### src/rtl/piso_tx.sv
// Parallel-in serial-out transmitter: accepts a WIDTH-bit word and shifts it out LSB first,
// with a ready/valid load handshake that allows gap-free back-to-back words.
module piso_tx #(
  parameter int   WIDTH      = 4,
  parameter logic IDLE_LEVEL = 1'b0
) (
  input  logic             clk,
  input  logic             rst,
  input  logic             load_valid,
  input  logic [WIDTH-1:0] data_in,
  output logic             load_ready,
  output logic             serial_out,
  output logic             bit_valid,
  output logic             busy,
  output logic             done
);

  localparam int               CNT_W    = $clog2(WIDTH);
  localparam logic [CNT_W-1:0] LAST_CNT = CNT_W'(WIDTH - 1);

  typedef enum logic {
    S_IDLE,
    S_SHIFT
  } state_e;

  state_e             state_q, state_d;
  logic [WIDTH-1:0]   shreg_q, shreg_d;
  logic [CNT_W-1:0]   cnt_q,   cnt_d;
  logic               last_bit;
  logic               accept;

  // Outputs are decoded from registered state only; load_ready additionally sees rst
  // so nothing is accepted while reset is held.
  always_comb begin
    last_bit   = (state_q == S_SHIFT) && (cnt_q == LAST_CNT);
    load_ready = !rst && ((state_q == S_IDLE) || last_bit);
    busy       = (state_q == S_SHIFT);
    bit_valid  = busy;
    done       = last_bit;
    serial_out = busy ? shreg_q[0] : IDLE_LEVEL;
  end

  assign accept = load_valid && load_ready;

  // NOTE: every next-state signal gets a default first so no path leaves it unassigned
  // and no latch is inferred.
  always_comb begin
    state_d = state_q;
    shreg_d = shreg_q;
    cnt_d   = cnt_q;

    unique case (state_q)
      S_IDLE: begin
        if (accept) begin
          shreg_d = data_in;
          cnt_d   = '0;
          state_d = S_SHIFT;
        end
      end

      S_SHIFT: begin
        if (accept) begin
          // A word offered in the last-bit cycle follows without an idle gap.
          shreg_d = data_in;
          cnt_d   = '0;
        end else if (last_bit) begin
          shreg_d = shreg_q >> 1;
          cnt_d   = '0;
          state_d = S_IDLE;
        end else begin
          shreg_d = shreg_q >> 1;
          cnt_d   = cnt_q + 1'b1;
        end
      end

      default: state_d = S_IDLE;
    endcase
  end

  // NOTE: sequential state uses non-blocking assignments so all flops update together
  // from values sampled at the same edge.
  always_ff @(posedge clk) begin
    if (rst) begin
      state_q <= S_IDLE;
      shreg_q <= '0;
      cnt_q   <= '0;
    end else begin
      state_q <= state_d;
      shreg_q <= shreg_d;
      cnt_q   <= cnt_d;
    end
  end

endmodule
### config.mk
export PLATFORM = sky130hd
export DESIGN_NAME = piso_tx
export DESIGN_NICKNAME = d
export VERILOG_FILES = /design/src/rtl/piso_tx.sv
export SDC_FILE = /design/constraint.sdc
export NUM_CORES = 1
export LEC_CHECK = 0
export CORE_AREA = 2 2 39 41
export CTS_CLUSTER_DIAMETER = 40
export CTS_CLUSTER_SIZE = 30
export DETAILED_ROUTE_END_ITERATION = 10
export DIE_AREA = 0 0 41 43
export PLACE_DENSITY = 0.57
export SETUP_SLACK_MARGIN = 0.15
export SYNTH_ARGS = -nofsm -noshare
export SYNTH_HDL_FRONTEND = slang
export SYNTH_SLANG_ARGS = --single-unit
### constraint.sdc
create_clock -name clk -period 1.6 [get_ports clk]
set_clock_uncertainty 0.05 [all_clocks]
set_input_delay 0.24 -clock clk [delete_from_list [all_inputs] [get_ports clk]]
set_output_delay 0.24 -clock clk [all_outputs]
set_load 0.01 [all_outputs]
==> run metrics <==
status finished, final reports clean; RSZ-0062 raised after global routing true; Top Ports 12; Mapped Area 365 um2; CTS Buf Count 3; Synth area leaders dfxtp_1 (38%), mux2i_1 (16%), a221oi_1 (7.2%), nor2_1 (6.2%), nor2b_1 (5.1%); vias in the first global route ~280; Yosys reg bits 7; post-synthesis compound-gate area fraction a little under an eighth; mux share of post-synthesis cell area about 16%; Hold Vio Cnt, Final 0; most common cell in the netlist dfxtp_1; CP Capture Type output pin; Post-synth top flop dfxtp_1; TritonCTS clock tree yes; I/O Buffers 11; Max clock buf depth 2; fmax between 600 and 700 MHz; WS Path Type register to output pin; first-pass GRT wire length about 1.1 mm; Die ar. around 1800 um2; Worst setup SP type register; gr ovfl total 0; 1st-pass router iterations 4; Post-Synth XOR/XNOR Area 0%; DRC 0; worst vdd rail ir drop 0.281 mV; ant diodes 0; Routed Antenna Nets 0; worst setup margin 158 ps; Mean Syn Cell Area slightly below 10 um2; max_slew headroom 77.7%; root buffer cell clkbuf_4; Seq/Total Area, Yosys 38.4%; nets@finish 65; initial antenna violation count 0; main combinational cell family by area after synthesis simple AND/OR/NAND/NOR gates; Hold/Removal Path Class register to register; Gate Count Post-Synth 38; DRT iter0 DRCs 4; CTS Sinks 7; Worst-Skew Late Latency between 200 and 300 ps; Core ar. between 1000 and 1500 um2; CP Data Arrival Time approximately 1200 ps; pwr/cell area 799 nW/um2; Yosys warnings 0; Layout Area Growth over Synthesis 53.4%; Distinct cells, synth 16; share of layout cells above drive strength 1 about a third; die height roughly 43 um; FFs w/ async S/R, synth 0%; Pleak 0.259 nW; Hold Buf Count CTS 0; Final setup viols 0; H-tree Lvls 1; GP Congestion approximately 0.7; critical path fanouts, max 2; Place WS -34.1 ps; Power Total approximately 450 uW; Req. time, crit path ~1300 ps; Routed Wire Length just over 800 um; worst slew pin tran between 300 and 400 ps; largest net degree at the start of global routing 10; Die W about 41 um; Initial Util a little over a quarter; Post-synth EDFFs 0; All-Layer GR Usage 10.2%; minimum clock period after layout between 1000 and 1500 ps; final count of pins violating max slew 0; Post-Synth Adder-Cell Area roughly 3.4%; most frequent cells after synthesis dfxtp_1 (7), mux2i_1 (6), nor2_1 (6); Routed wire per std cell approximately 11 um; clk slew on worst S/H paths ~50 ps; Syn Nets between 40 and 50; drt via density about 4.7; row count 14; DR vias between 300 and 400; Max-cap violations 0; post-synthesis simple-gate area fraction 22.3%; post-synth top area share 38.4%; Tcrit/Tclk final 90.1%; dominant cell type by area after synthesis dfxtp_1
[per-layer routing]
metal / up-vias / part of all wire, % / track usage [%]
met3: 2 / 4.5 / 4.71
met2: 10 / 49 / 13.4
met5: - / 0 / 0
li1: 169 / - / -
met1: 156 / 43 / 10.3
met4: 0 / 2.8 / 12.0
[state kept, by name, indices dropped and copies added (netlist names)]
register	count
bit_valid	1
shreg_q	4
cnt_q	2
[worst max-delay path, cell delays in order, from the launching register on]
cell     delay, ps
dfxtp_2        350
ha_4           140
and2b_1        180
nor2_1          80
buf_2          140
[kinds of logic (layout without fill, tap and decap cells)]
kind of cell	Yosys count	count (layout)
compound gates	5	5
fa+ha+maj	1	1
buf+inv	4	22
flops	7	7
mux	6	6
simple gates	15	15
[final cells by class]
cell class	instances	area, um2
clock buffers	4	26.3
flip-flops and latches	7	146
repair buffers	18	160
well taps	16	20.0
multi-input cells	27	208
fillers	143	823
[what timing repair did]
action                     CTS  global route
gates cloned                 0             0
buffers inserted             0             1
setup endpoints to repair    5             4
resized for setup            9             9
pin swaps                    0             1
[power breakdown]
part | total [mW] | switching (mW) | internal [mW]
Sequential | 0.196 | 0.00887 | 0.187
Combinational | 0.0875 | 0.0353 | 0.0522
Clock | 0.165 | 0.0692 | 0.0954
Total | 0.448 | 0.113 | 0.335
[through the flow]
stage	hold WS, ps	TNS (ps)	area (um2)	cells	utilization [%]
5_1_grt	539	0	561	72	40.5
6_report	510	0	561	72	40.5
3_3_place_gp	475	-28.6	510	67	36.9
3_5_place_dp	480	-34.1	510	67	36.9
4_1_cts	488	0	542	71	39.2
2_1_floorplan	407	0	365	38	-
[cells in the final DEF (no fill, tap or decap), drive strengths merged]
cell type,n
nand2b,1
nor2,6
clkbuf,4
and2,2
nor2b,3
a221oi,3
dfxtp,7
nand3,1
o21a,1
dlymetal6s2s,2
a211oi,1
buf,9
nand2,1
clkdlybuf4s50,6
dlygate4sd2,1
mux2i,6
ha,1
and2b,1
[path summary, 6_finish.rpt]
| check | startpoint | endpoint | slack, ps | depth (start not counted) |
|---|---|---|---|---|
| max | cnt_q[1] | load_ready | 160 | 4 |
| max reg2reg | cnt_q[1] | shreg_q[2] | 360 | 5 |
| min reg2reg | shreg_q[0] | shreg_q[0] | 510 | 2 |
| min | shreg_q[0] | shreg_q[0] | 510 | 2 |
No activity file was read; power rests on OpenSTA's default activity.
